$ cat config.mk
export PLATFORM = sky130hd
export DESIGN_NAME = conv2d_job_sched_flat
export DESIGN_NICKNAME = d
export VERILOG_FILES = /design/src/rtl/conv2d_job_sched_if.sv /design/src/rtl/conv2d_job_sched.sv /design/src/flat_wrapper.sv
export SDC_FILE = /design/constraint.sdc
export NUM_CORES = 1
export LEC_CHECK = 0
export CELL_PAD_IN_SITES_DETAIL_PLACEMENT = 0
export CELL_PAD_IN_SITES_GLOBAL_PLACEMENT = 1
export CORE_AREA = 2 2 233 235
export DETAILED_ROUTE_END_ITERATION = 8
export DIE_AREA = 0 0 235 237
export GPL_ROUTABILITY_DRIVEN = 0
export PLACE_DENSITY_LB_ADDON = 0.1
export SLEW_MARGIN = 20
export SYNTH_ARGS = -nofsm -noshare
export SYNTH_HDL_FRONTEND = slang
export SYNTH_SLANG_ARGS = --single-unit
export TNS_END_PERCENT = 50
$ cat constraint.sdc
create_clock -name clk_i -period 6.3 [get_ports clk_i]
set_input_delay 1.26 -clock clk_i [delete_from_list [all_inputs] [get_ports clk_i]]
set_output_delay 1.26 -clock clk_i [all_outputs]
set_load 0.05 [all_outputs]
$ cat src/rtl/conv2d_job_sched_if.sv
// Bus bundle for the conv2d job scheduler: host job channel, engine control/address
// taps, relocated memory outputs and status.
interface conv2d_job_sched_if #(
  parameter int AW = 32,
  parameter int LW = 3
);
  // Job channel: a job transfers on a rising clock edge where job_valid_i && job_ready_o;
  // the host holds valid and the three bases stable until that edge, ready never waits on valid.
  logic          job_valid_i;
  logic          job_ready_o;
  logic [AW-1:0] job_wbase_i;
  logic [AW-1:0] job_fbase_i;
  logic [AW-1:0] job_obase_i;

  logic          eng_start_o;
  logic          eng_busy_i;
  logic [AW-1:0] eng_raddr_i;
  logic          eng_addr_is_weight_i;
  logic [AW-1:0] eng_waddr_i;
  logic          eng_wen_i;

  logic [AW-1:0] mem_raddr_o;
  logic [AW-1:0] mem_waddr_o;
  logic          mem_wen_o;
  logic          done_o;
  logic [15:0]   done_count_o;
  logic [LW-1:0] level_o;
  logic          err_timeout_o;

  modport master (
    output job_valid_i, job_wbase_i, job_fbase_i, job_obase_i,
    output eng_busy_i, eng_raddr_i, eng_addr_is_weight_i, eng_waddr_i, eng_wen_i,
    input  job_ready_o, eng_start_o, mem_raddr_o, mem_waddr_o, mem_wen_o,
    input  done_o, done_count_o, level_o, err_timeout_o
  );

  modport slave (
    input  job_valid_i, job_wbase_i, job_fbase_i, job_obase_i,
    input  eng_busy_i, eng_raddr_i, eng_addr_is_weight_i, eng_waddr_i, eng_wen_i,
    output job_ready_o, eng_start_o, mem_raddr_o, mem_waddr_o, mem_wen_o,
    output done_o, done_count_o, level_o, err_timeout_o
  );
endinterface

$ cat src/rtl/conv2d_job_sched.sv
// Job FIFO plus launch/wait/run sequencer for the conv2d engine, relocating the engine's
// zero-based addresses onto the active job's memory regions.
module conv2d_job_sched #(
  parameter int DEPTH     = 4,
  parameter int AW        = 32,
  parameter int TO_CYCLES = 16
) (
  input  logic              clk_i,
  input  logic              rstn_i,
  conv2d_job_sched_if.slave bus,
  output logic [2:0]        dbg_state_o
);
  localparam int PW = $clog2(DEPTH);
  localparam int LW = PW + 1;
  localparam int CW = $clog2(TO_CYCLES + 1);
  localparam int JW = 3 * AW;

  typedef enum logic [2:0] {
    S_IDLE      = 3'd0,
    S_LAUNCH    = 3'd1,
    S_WAIT_BUSY = 3'd2,
    S_RUN       = 3'd3,
    S_DONE      = 3'd4
  } state_t;

  state_t        state_q, state_d;
  logic [JW-1:0] fifo_q [DEPTH];
  logic [JW-1:0] fifo_d [DEPTH];
  logic [PW-1:0] wr_ptr_q, wr_ptr_d, rd_ptr_q, rd_ptr_d;
  logic [LW-1:0] level_q, level_d;
  logic [AW-1:0] wbase_q, wbase_d, fbase_q, fbase_d, obase_q, obase_d;
  logic [CW-1:0] cnt_q, cnt_d;
  logic          err_q, err_d;
  logic [15:0]   done_cnt_q, done_cnt_d;
  logic          full, push, pop, reloc;

  // Ready depends on full only, so a pop in the same cycle never frees a slot early.
  assign full = (level_q == LW'(DEPTH));
  assign push = bus.job_valid_i && !full;
  assign pop  = (state_q == S_LAUNCH);

  always_ff @(posedge clk_i or negedge rstn_i) begin
    if (!rstn_i) begin
      state_q    <= S_IDLE;
      for (int i = 0; i < DEPTH; i++) fifo_q[i] <= '0;
      wr_ptr_q   <= '0;
      rd_ptr_q   <= '0;
      level_q    <= '0;
      wbase_q    <= '0;
      fbase_q    <= '0;
      obase_q    <= '0;
      cnt_q      <= '0;
      err_q      <= 1'b0;
      done_cnt_q <= '0;
    end else begin
      state_q    <= state_d;
      for (int i = 0; i < DEPTH; i++) fifo_q[i] <= fifo_d[i];
      wr_ptr_q   <= wr_ptr_d;
      rd_ptr_q   <= rd_ptr_d;
      level_q    <= level_d;
      wbase_q    <= wbase_d;
      fbase_q    <= fbase_d;
      obase_q    <= obase_d;
      cnt_q      <= cnt_d;
      err_q      <= err_d;
      done_cnt_q <= done_cnt_d;
    end
  end

  always_comb begin
    state_d    = state_q;
    cnt_d      = cnt_q;
    err_d      = err_q;
    done_cnt_d = done_cnt_q;
    case (state_q)
      S_IDLE:   if (level_q != '0 && !err_q) state_d = S_LAUNCH;
      S_LAUNCH: begin
        state_d = S_WAIT_BUSY;
        cnt_d   = '0;
      end
      S_WAIT_BUSY: begin
        if (bus.eng_busy_i) begin
          state_d = S_RUN;
        end else begin
          cnt_d = cnt_q + CW'(1);
          if (cnt_d == CW'(TO_CYCLES)) begin
            err_d   = 1'b1;
            state_d = S_IDLE;
          end
        end
      end
      S_RUN: begin
        // Count on entry to DONE so the new total is visible alongside done_o.
        if (!bus.eng_busy_i) begin
          state_d    = S_DONE;
          done_cnt_d = done_cnt_q + 16'd1;
        end
      end
      S_DONE:   state_d = S_IDLE;
      default:  state_d = S_IDLE;
    endcase
  end

  always_comb begin
    for (int i = 0; i < DEPTH; i++) fifo_d[i] = fifo_q[i];
    wr_ptr_d = wr_ptr_q;
    rd_ptr_d = rd_ptr_q;
    level_d  = level_q;
    wbase_d  = wbase_q;
    fbase_d  = fbase_q;
    obase_d  = obase_q;
    if (push) begin
      fifo_d[wr_ptr_q] = {bus.job_wbase_i, bus.job_fbase_i, bus.job_obase_i};
      wr_ptr_d         = wr_ptr_q + PW'(1);
    end
    if (pop) begin
      {wbase_d, fbase_d, obase_d} = fifo_q[rd_ptr_q];
      rd_ptr_d                    = rd_ptr_q + PW'(1);
    end
    case ({push, pop})
      2'b10:   level_d = level_q + LW'(1);
      2'b01:   level_d = level_q - LW'(1);
      default: level_d = level_q;
    endcase
  end

  always_comb begin
    reloc             = (state_q == S_WAIT_BUSY) || (state_q == S_RUN);
    bus.job_ready_o   = !full;
    bus.eng_start_o   = (state_q == S_LAUNCH);
    bus.done_o        = (state_q == S_DONE);
    bus.done_count_o  = done_cnt_q;
    bus.level_o       = level_q;
    bus.err_timeout_o = err_q;
    bus.mem_raddr_o   = '0;
    bus.mem_waddr_o   = '0;
    bus.mem_wen_o     = 1'b0;
    if (reloc) begin
      bus.mem_raddr_o = bus.eng_raddr_i + (bus.eng_addr_is_weight_i ? wbase_q : fbase_q);
      bus.mem_waddr_o = bus.eng_waddr_i + obase_q;
      bus.mem_wen_o   = bus.eng_wen_i && (state_q == S_RUN);
    end
    dbg_state_o = state_q;
  end
endmodule
$ cat src/flat_wrapper.sv
// flat-port wrapper written by rule: the top's interface ports become plain ports
module conv2d_job_sched_flat 
#(
  parameter int DEPTH     = 4,
  parameter int AW        = 32,
  parameter int TO_CYCLES = 16
)
  (clk_i, rstn_i, dbg_state_o, bus_job_valid_i, bus_job_wbase_i, bus_job_fbase_i, bus_job_obase_i, bus_eng_busy_i, bus_eng_raddr_i, bus_eng_addr_is_weight_i, bus_eng_waddr_i, bus_eng_wen_i, bus_job_ready_o, bus_eng_start_o, bus_mem_raddr_o, bus_mem_waddr_o, bus_mem_wen_o, bus_done_o, bus_done_count_o, bus_level_o, bus_err_timeout_o);
  conv2d_job_sched_if #(.AW(AW)) bus_i ();
  input  logic clk_i;
  input  logic rstn_i;
  output logic [2:0] dbg_state_o;
  input wire logic [$bits(bus_i.job_valid_i)-1:0] bus_job_valid_i;
  input wire logic [$bits(bus_i.job_wbase_i)-1:0] bus_job_wbase_i;
  input wire logic [$bits(bus_i.job_fbase_i)-1:0] bus_job_fbase_i;
  input wire logic [$bits(bus_i.job_obase_i)-1:0] bus_job_obase_i;
  input wire logic [$bits(bus_i.eng_busy_i)-1:0] bus_eng_busy_i;
  input wire logic [$bits(bus_i.eng_raddr_i)-1:0] bus_eng_raddr_i;
  input wire logic [$bits(bus_i.eng_addr_is_weight_i)-1:0] bus_eng_addr_is_weight_i;
  input wire logic [$bits(bus_i.eng_waddr_i)-1:0] bus_eng_waddr_i;
  input wire logic [$bits(bus_i.eng_wen_i)-1:0] bus_eng_wen_i;
  output wire logic [$bits(bus_i.job_ready_o)-1:0] bus_job_ready_o;
  output wire logic [$bits(bus_i.eng_start_o)-1:0] bus_eng_start_o;
  output wire logic [$bits(bus_i.mem_raddr_o)-1:0] bus_mem_raddr_o;
  output wire logic [$bits(bus_i.mem_waddr_o)-1:0] bus_mem_waddr_o;
  output wire logic [$bits(bus_i.mem_wen_o)-1:0] bus_mem_wen_o;
  output wire logic [$bits(bus_i.done_o)-1:0] bus_done_o;
  output wire logic [$bits(bus_i.done_count_o)-1:0] bus_done_count_o;
  output wire logic [$bits(bus_i.level_o)-1:0] bus_level_o;
  output wire logic [$bits(bus_i.err_timeout_o)-1:0] bus_err_timeout_o;
  assign bus_i.job_valid_i = bus_job_valid_i;
  assign bus_i.job_wbase_i = bus_job_wbase_i;
  assign bus_i.job_fbase_i = bus_job_fbase_i;
  assign bus_i.job_obase_i = bus_job_obase_i;
  assign bus_i.eng_busy_i = bus_eng_busy_i;
  assign bus_i.eng_raddr_i = bus_eng_raddr_i;
  assign bus_i.eng_addr_is_weight_i = bus_eng_addr_is_weight_i;
  assign bus_i.eng_waddr_i = bus_eng_waddr_i;
  assign bus_i.eng_wen_i = bus_eng_wen_i;
  assign bus_job_ready_o = bus_i.job_ready_o;
  assign bus_eng_start_o = bus_i.eng_start_o;
  assign bus_mem_raddr_o = bus_i.mem_raddr_o;
  assign bus_mem_waddr_o = bus_i.mem_waddr_o;
  assign bus_mem_wen_o = bus_i.mem_wen_o;
  assign bus_done_o = bus_i.done_o;
  assign bus_done_count_o = bus_i.done_count_o;
  assign bus_level_o = bus_i.level_o;
  assign bus_err_timeout_o = bus_i.err_timeout_o;
  conv2d_job_sched #(.DEPTH(DEPTH), .AW(AW), .TO_CYCLES(TO_CYCLES)) u_core (.clk_i(clk_i), .rstn_i(rstn_i), .bus(bus_i), .dbg_state_o(dbg_state_o));
endmodule
==> impl_metrics.tcl, run 1 <==
set metrics [dict create \
    status "finished, final reports clean" \
    hp-start "u_core.bus.done_count_o[15]" \
    synthFlopType "dfrtp_1" \
    crit_type "input pin to primary output" \
    grt.overflow.total 0 \
    cp-start-kind "input pin" \
    die_y_um 237 \
    hold_ws_ns 0.484 \
    required_ns 5.04 \
    core-area_um2 53300 \
    rows 85 \
    wl_um 60300 \
    setup_viol 0 \
    synth_nets 2058 \
    design_area_um2 30600 \
    cts.clk_slew.worst_paths_ns 0.05 \
    async_flop_share_pct 100 \
    end_kind "primary output" \
    top_usage_layer "met2" \
    cts_made_buffers 56 \
    synth_cells 1820 \
    p_leak_uw 0.0130 \
    dr.first_iter.drc_count 790 \
    r2r_cells 5 \
    syn_to_final_growth_pct 21.3 \
    min_period_ns 6.10 \
    grt_use_met2_pct 35.8 \
    powerDensity_nw_per_um2 608 \
    gr-usage-met3_pct 3.29 \
    cts_tree "done" \
    cap_violations 0 \
    rsz0062_at_grt "no" \
    cts_sinks 512 \
    power_uw 18600 \
    cp-startpoint "bus_eng_addr_is_weight_i" \
    hold_class "register to register" \
    die_w_um 235 \
    cp-endpoint "bus_mem_raddr_o[30]" \
    vias 15700 \
    synth_edf_count 0 \
    dieArea_um2 55700 \
    met1_usage_pct 30.4 \
    drv_slew 0 \
    max_clock_freq_mhz 164 \
    hold_violations 0 \
    post_cts_buffers 0 \
    worstMarginPinSlew_ns 1.08 \
    drive_above_1_share_pct 36.6 \
    insertion_delay_ns 0.60 \
    cts_max_level 2 \
    antenna_found_initial 7 \
    syn_area_um2 25200 \
    period_share_pct 96.9 \
    wire_per_inst_um 21.6 \
    ant_nets 0 \
    tns_ns 0 \
    r2r-end "u_core.cnt_q[0]" \
    cts_hold_buffers 0 \
    arrival_ns 4.84 \
    clockBufferDepth 3 \
    cp_max_fo 7 \
    root_buffer "clkbuf_16" \
    rr_startpoint "u_core.dbg_state_o[0]" \
    relSlewSlack_pct 28.2 \
    drc 0 \
    ys_seq_area_share_pct 50.9 \
    synth_cell_types 65 \
    place_area_um2 28700 \
    vias_per_cell 5.62 \
    fin_skew_ns 0.0267 \
    grt_max_degree 156 \
    start_util_pct 47.3 \
    final_nets 2295 \
    synth_seq_cells 512 \
    synth_area_per_cell_um2 13.8 \
    first_global_vias 16600 \
    io_pins 257 \
    ctsResizeCount 0 \
    rrSetupSlack_ns 3.05 \
    dr.pass1.iters 5 \
    grt_first_pass_wirelength_um 95700 \
    port_buffers 256 \
    yosysWarnings 0 \
    max-vdd-ir-drop_v 0.000480 \
    post-dp-hpwl_um 40100 \
    final_core_util_pct 57.4 \
    grt.total_usage_pct 21.9 \
]
-- routing by layer --
layer,share of wire [%],up-vias
met3,3.8,89
li1,-,7223
met2,48,288
met1,45,8110
met5,0.038,-
met4,2.5,4
-- sequential cells by signal (all words and copies together) (netlist names) --
register	count
u_core.fifo_q	384
u_core.fbase_q	32
u_core.obase_q	32
u_core.wbase_q	32
u_core.bus.done_count_o	16
u_core.cnt_q	5
u_core.bus.level_o	3
u_core.dbg_state_o	3
u_core.rd_ptr_q	2
u_core.wr_ptr_q	2
u_core.bus.err_timeout_o	1
-- through the flow --
| stage | std cells | worst slack (ns) |
|---|---|---|
| 6_report | 2795 | 0.198 |
| 5_1_grt | 2795 | 0.00994 |
| 4_1_cts | 2791 | 0.163 |
| 3_5_place_dp | 2695 | 0.200 |
| 3_3_place_gp | 2695 | 0.240 |
| 2_1_floorplan | 1820 | 0.0352 |
-- how the worst min path moves through the flow --
stage,to,slack [ns],depth (start not counted)
2_1_floorplan,u_core.fifo_q[100],0.47,1
3_5_place_dp,u_core.bus.done_count_o[15],0.47,1
6_report,u_core.bus.done_count_o[15],0.48,1
3_3_place_gp,u_core.bus.done_count_o[15],0.46,1
5_1_grt,u_core.fifo_q[93],0.51,1
4_1_cts,u_core.bus.done_count_o[15],0.49,1
-- final cells by class --
cell class | count | area [um^2]
antenna | 4 | 10.0
clock inverter | 16 | 171
clock buffer | 80 | 1640
tap | 696 | 871
fill | 4358 | 22700
sequential | 512 | 12800
timing repair buffer | 276 | 2990
multi-input combinational | 1189 | 12000
inverter | 22 | 82.6
-- synth_stat cells, types with 9 or more instances --
| cell | number | area (um^2) |
|---|---|---|
| clkbuf_1 | 58 | 218 |
| mux4_2 | 96 | 2160 |
| a21oi_1 | 59 | 295 |
| inv_1 | 22 | 82.6 |
| mux2_2 | 511 | 5750 |
| ha_1 | 69 | 863 |
| a21o_1 | 33 | 248 |
| nand4_1 | 15 | 93.8 |
| nor3_1 | 14 | 70.1 |
| xnor2_1 | 44 | 385 |
| a211oi_1 | 9 | 67.6 |
| nand2_1 | 54 | 203 |
| buf_1 | 36 | 135 |
| o21ai_0 | 37 | 185 |
| dfrtp_1 | 512 | 12800 |
| xor2_1 | 27 | 236 |
| nand3_1 | 16 | 80.1 |
| nor2_1 | 84 | 315 |
| o21a_1 | 10 | 75.1 |
-- power breakdown --
group          internal [uW]  total (uW)  switching [uW]
combinational           4700        9410            4720
sequential              4950        5970            1020
clock                   1920        3210            1300
total                  11600       18600            7030
-- worst max-delay path, stage by stage --
cell and delay [ns]:
buf_2 0.21, mux2_2 0.36, ha_1 0.24, inv_1 0.08, fa_1 0.19, nor2b_1 0.08, o31a_1 0.28, o311ai_0 0.32
buf_4 0.18, a21oi_1 0.10, o21ai_0 0.63, o211ai_1 0.23, a21oi_1 0.22, xor2_1 0.09, nor2_1 0.20, buf_12 0.17
-- layout by cell type (no fill, tap or decap), types with 15 or more instances in the layout --
master / Yosys / routed
clkdlybuf4s50_1: 0 / 221
ha_1: 69 / 69
xor2_1: 27 / 27
buf_12: 0 / 29
nor2_1: 84 / 83
o21ai_0: 37 / 37
a21o_1: 33 / 33
nand2_1: 54 / 50
nand4_1: 15 / 15
mux4_2: 96 / 96
inv_1: 22 / 22
a21oi_1: 59 / 59
mux2_2: 511 / 511
buf_4: 0 / 24
xnor2_1: 44 / 44
dfrtp_1: 512 / 510
nand3_1: 16 / 16
clkbuf_16: 0 / 58
-- cells by family after synthesis --
group	Yosys count	share of synthesized area [%]
AO/OA/AOI/OAI	196	5.05
flip-flops	512	50.9
AND/OR/NAND/NOR	240	4.61
XOR/XNOR	71	2.47
buffers and inverters	119	1.79
adder cells (fa/ha/maj)	72	3.67
multiplexers	610	31.5
No activity file was read; power rests on OpenSTA's default activity.
==> run 2: changes to the inputs <==
--- a/config.mk
+++ b/config.mk
@@ -7,10 +7,11 @@
 export LEC_CHECK = 0
 export CELL_PAD_IN_SITES_DETAIL_PLACEMENT = 0
 export CELL_PAD_IN_SITES_GLOBAL_PLACEMENT = 1
-export CORE_AREA = 2 2 233 235
+export CORE_AREA = 2 2 165 329
 export DETAILED_ROUTE_END_ITERATION = 8
-export DIE_AREA = 0 0 235 237
+export DIE_AREA = 0 0 167 331
 export GPL_ROUTABILITY_DRIVEN = 0
+export GPL_TIMING_DRIVEN = 0
 export PLACE_DENSITY_LB_ADDON = 0.1
 export SLEW_MARGIN = 20
 export SYNTH_ARGS = -nofsm -noshare
==> constraint.sdc (replaced) <==
create_clock -name clk_i -period 6.8 [get_ports clk_i]
set_input_delay 1.36 -clock clk_i [delete_from_list [all_inputs] [get_ports clk_i]]
set_output_delay 1.36 -clock clk_i [all_outputs]
set_load 0.05 [all_outputs]
==> impl_metrics.tcl, run 2 (synthesis gave the netlist of run 1 again) <==
set metrics [dict create \
    status "finished, final reports clean" \
    core-area_um2 52600 \
    clockBufferDepth 3 \
    path_buf_inv 3 \
    post-dp-hpwl_um 51000 \
    max_clock_freq_mhz 151 \
    required_ns 5.44 \
    drc 0 \
    cp_max_fo 10 \
    grt_first_pass_wirelength_um 104000 \
    hp-start "u_core.bus.done_count_o[15]" \
    r2r-end "u_core.bus.level_o[2]" \
    dr.first_iter.drc_count 667 \
    worstMarginPinSlew_ns 1.11 \
    cts_tree "done" \
    dp_cells 2745 \
    min_period_ns 6.64 \
    syn_to_final_growth_pct 20.9 \
    drive_above_1_share_pct 33.3 \
    root_buffer "clkbuf_16" \
    cap_violations 0 \
    cts_hold_buffers 0 \
    antenna_found_initial 10 \
    grt.overflow.total 0 \
    hold_ws_ns 0.482 \
    p_leak_uw 0.0129 \
    vias_per_cell 5.69 \
    critPathMaxStageDelay_ns 0.56 \
    rsz0062_at_grt "no" \
    first_global_vias 17700 \
    cts.clk_slew.worst_paths_ns 0.06 \
    port_buffers 255 \
    slowest_stage "dlygate4sd2_1" \
    power_uw 17200 \
    die_w_um 167 \
    cts_made_buffers 48 \
    final_cell_mix "dfrtp_1 (512), mux2_2 (511), clkdlybuf4s50_1 (239)" \
    hold_depth 1 \
    layout_commonest_cell "dfrtp_1" \
    tns_ns 0 \
    cpMostUsedCell "a21oi_1" \
    final_nets 2368 \
    critPathTopFamily "compound AO/OA/AOI/OAI gates" \
    relSlewSlack_pct 26.3 \
    ant_nets 0 \
    insertion_delay_ns 0.60 \
    wire_per_inst_um 24.1 \
    grt.total_usage_pct 24.8 \
    rows 119 \
    dieArea_um2 55300 \
    end_kind "primary output" \
    arrival_ns 5.28 \
    dp_slack_ns -0.819 \
    drv_slew 0 \
    io_pins 257 \
    rrSetupSlack_ns 2.95 \
    setup_viol 0 \
    finalNonFillerCells 2832 \
    vias 16100 \
    dr.pass1.iters 5 \
    hold_violations 0 \
    die_y_um 331 \
    fin_skew_ns 0.0191 \
    cp-start-kind "input pin" \
    layout_setup_ws_ns 0.158 \
    crit_type "input pin to primary output" \
    r2r_cells 10 \
    cts_sinks 512 \
    hold_class "register to register" \
    critical_path.cell_chain "clkbuf_1 -> clkbuf_4 -> mux2_2 -> ha_1 -> nor2b_1 -> o31a_1 -> o311ai_1 -> a21oi_1 -> o21ai_1 -> o211ai_1 -> a21oi_1 -> xor2_1 -> nor2_1 -> dlygate4sd2_1" \
    grt_max_degree 101 \
    max-vdd-ir-drop_v 0.000465 \
    hold_path_end "u_core.bus.done_count_o[15]" \
    regMostFlops "u_core.fifo_q" \
    largest_reg_flops 384 \
    start_util_pct 47.9 \
    cts_max_level 2 \
    period_share_pct 97.7 \
    wl_um 68200 \
    rr_startpoint "u_core.dbg_state_o[0]" \
    powerDensity_nw_per_um2 564 \
]
## run 2: cell types whose count changed in the layout (fill, tap and decap cells not counted), sizes merged
cell / previous run / this run
bufinv: 3 / 9
clkinv: 11 / 9
dlygate4sd2: 0 / 6
clkdlybuf4s15: 0 / 2
dlymetal6s2s: 0 / 3
clkdlybuf4s50: 221 / 239
inv: 22 / 24
diode: 4 / 2
buf: 55 / 42
clkbuf: 80 / 128
## run 2: layer usage
layer / vias up / GRT usage (%) / part of all wire, %
met2: 383 / 46.3 / 54
met1: 8285 / 28.0 / 37
met3: 114 / 5.02 / 5.3
met5: - / 0 / 0.13
li1: 7316 / - / -
met4: 14 / 9.05 / 3.5
## run 2: repair_timing
| item | CTS | global route |
|---|---|---|
| setup endpoints to repair | 21 | 18 |
| hold endpoints to repair | 0 | 0 |
| pin swaps | 0 | 0 |
| gates resized for setup | 23 | 14 |
| setup buffers | 0 | 0 |
## run 2: cell type report
class / count / area (um^2)
diodes: 2 / 5.00
plain buffers: 97 / 380
clock buffers: 63 / 1360
clock inverters: 22 / 355
fillers: 4346 / 22100
inverters: 22 / 82.6
multi-input cells: 1189 / 11900
flip-flops and latches: 512 / 12800
well taps: 665 / 832
repair buffers: 260 / 2680
## run 2: stage by stage
step	utilization (%)	cell area (um^2)
global placement	54.4	28600
global route	57.9	30400
floorplan	-	25200
detailed placement	54.7	28700
finish	57.9	30400
CTS	57.9	30400
## run 2: worst max-delay path by stage
stage	cells after the start	slack, ns	endpoint	from
2_1_floorplan	13	0.34	bus_mem_raddr_o[25]	bus_eng_addr_is_weight_i
3_5_place_dp	14	-0.82	bus_mem_raddr_o[31]	bus_eng_addr_is_weight_i
6_report	14	0.16	bus_mem_raddr_o[30]	bus_eng_addr_is_weight_i
3_3_place_gp	1	-17.31	u_core.fifo_q[51]	rstn_i
4_1_cts	14	0.004	bus_mem_raddr_o[25]	bus_eng_addr_is_weight_i
5_1_grt	14	0.02	bus_mem_raddr_o[26]	bus_eng_addr_is_weight_i
## run 2: report_power, final
part	internal, uW	switching, uW	total [uW]
clock	1750	1210	2960
sequential	4580	805	5390
combinational	4080	4740	8820
==> run 3: changes to the inputs <==
--- a/config.mk
+++ b/config.mk
@@ -7,12 +7,14 @@
 export LEC_CHECK = 0
 export CELL_PAD_IN_SITES_DETAIL_PLACEMENT = 0
 export CELL_PAD_IN_SITES_GLOBAL_PLACEMENT = 1
-export CORE_AREA = 2 2 165 329
+export CORE_AREA = 2 2 164 326
+export CTS_BUF_LIST = sky130_fd_sc_hd__clkbuf_8
 export DETAILED_ROUTE_END_ITERATION = 8
-export DIE_AREA = 0 0 167 331
+export DIE_AREA = 0 0 166 328
 export GPL_ROUTABILITY_DRIVEN = 0
 export GPL_TIMING_DRIVEN = 0
 export PLACE_DENSITY_LB_ADDON = 0.1
+export SETUP_SLACK_MARGIN = 0.02
 export SLEW_MARGIN = 20
 export SYNTH_ARGS = -nofsm -noshare
 export SYNTH_HDL_FRONTEND = slang
==> impl_metrics.tcl, run 3 (synthesis gave the netlist of run 1 again) <==
set metrics [dict create \
    cap_violations 0 \
    max-vdd-ir-drop_v 0.000553 \
    critical_path.cell_chain "clkdlybuf4s50_1 -> ha_1 -> inv_1 -> fa_1 -> nor2b_1 -> o31a_1 -> o31ai_1 -> o22ai_2 -> a31oi_1 -> o21ai_2 -> a31oi_1 -> or4_1 -> nand2_1 -> clkdlybuf4s15_1" \
    start_util_pct 48.6 \
    status "finished, final reports clean" \
    hold_violations 0 \
    cp-start-kind "input pin" \
    insertion_delay_ns 0.65 \
    setup_viol 0 \
    rr_startpoint "u_core.dbg_state_o[0]" \
    critPathMaxStageDelay_ns 0.52 \
    clockBufferDepth 3 \
    post-dp-hpwl_um 50600 \
    io_pins 257 \
    rsz0062_at_grt "no" \
    grt_first_pass_wirelength_um 104000 \
    dr.pass1.iters 5 \
    worstMarginPinSlew_ns 1.09 \
    final_cell_mix "dfrtp_1 (512), mux2_2 (511), clkdlybuf4s50_1 (238)" \
    arrival_ns 5.18 \
    drc 0 \
    drv_slew 0 \
    cp_max_fo 5 \
    die_w_um 166 \
    ant_nets 0 \
    fin_skew_ns 0.0227 \
    cts_max_level 3 \
    post_cts_buffers 0 \
    p_leak_uw 0.0129 \
    finalNonFillerCells 2877 \
    critPathTopFamily "compound AO/OA/AOI/OAI gates" \
    cts_made_buffers 77 \
    cts_tree "done" \
    grt_max_degree 110 \
    port_buffers 255 \
    die_y_um 328 \
    dr.first_iter.drc_count 713 \
    cts_sinks 512 \
    grt.overflow.total 0 \
    place_area_um2 28700 \
    wire_per_inst_um 23.5 \
    cp-startpoint "bus_eng_waddr_i[0]" \
    min_period_ns 6.54 \
    relSlewSlack_pct 27.3 \
    slowest_stage "clkdlybuf4s15_1" \
    dieArea_um2 54400 \
    max_clock_freq_mhz 153 \
    crit_type "input pin to primary output" \
    core-area_um2 51800 \
    largest_reg_flops 384 \
    vias 16400 \
    period_share_pct 96.1 \
    required_ns 5.44 \
    cts.clk_slew.worst_paths_ns 0.06 \
    rows 118 \
    cpMostUsedCell "a31oi_1" \
    tns_ns 0 \
    layout_commonest_cell "dfrtp_1" \
    wl_um 67700 \
    grt.total_usage_pct 25.2 \
    powerDensity_nw_per_um2 552 \
    dp_cells 2741 \
    antenna_found_initial 10 \
    syn_to_final_growth_pct 20.4 \
    path_buf_inv 3 \
    hp-start "u_core.bus.done_count_o[15]" \
    vias_per_cell 5.68 \
    regMostFlops "u_core.fifo_q" \
    drive_above_1_share_pct 34.4 \
    cts_hold_buffers 0 \
    hold_class "register to register" \
    root_buffer "clkbuf_8" \
    end_kind "primary output" \
    final_nets 2398 \
    design_area_um2 30300 \
    first_global_vias 17800 \
]
==> run 3: final timing paths <==
path,to,slack [ns],cells past startpoint
max in group asynchronous,u_core.fifo_q[104],3.47,7
setup reg to reg,u_core.bus.level_o[2],3.09,10
setup / recovery,bus_mem_waddr_o[30],0.26,14
min in group asynchronous,u_core.fifo_q[210],0.63,1
hold / removal,u_core.bus.done_count_o[15],0.49,1
hold reg to reg,u_core.bus.done_count_o[15],0.49,1
==> run 3: layout make-up <==
type / instances / area, um^2
Buffer: 97 / 382
Antenna cell: 3 / 7.51
Fill cell: 4237 / 21500
Timing Repair Buffer: 261 / 2700
Sequential cell: 512 / 12800
Inverter: 22 / 82.6
Clock inverter: 34 / 190
Tap cell: 660 / 826
Clock buffer: 99 / 1360
Multi-Input combinational cell: 1189 / 12000
==> run 3: timing repair <==
item,4_1_cts,5_1_grt
cloned,0,0
endpoints found under the setup margin,23,19
resized for setup,29,19
==> run 3: per-stage QoR <==
step                hold slack, ns  setup WS [ns]  power [uW]  util, %
floorplan                    0.474          0.335       11600        -
finish                       0.486          0.263       16700     58.5
detailed placement           0.476         -0.850       14300     55.5
global route                 0.505         0.0271       17700     58.5
CTS                          0.487        -0.0247       16900     58.5
global placement             0.467         -17.06       14100     55.1
==> run 3: power breakdown <==
| group | internal, uW | total (uW) | switching (uW) |
|---|---|---|---|
| Clock | 1350 | 2530 | 1190 |
| Sequential | 4580 | 5390 | 805 |
| Combinational | 4080 | 8800 | 4730 |
==> run 3: routing by layer <==
layer	up-vias	part of all wire (%)	wire length (um)	track usage [%]
li1	7396	-	-	-
met1	8345	37	25400	28.3
met2	469	53	36100	46.2
met3	131	5.4	3630	5.31
met4	14	3.7	2490	10.2
met5	-	0.13	86	0
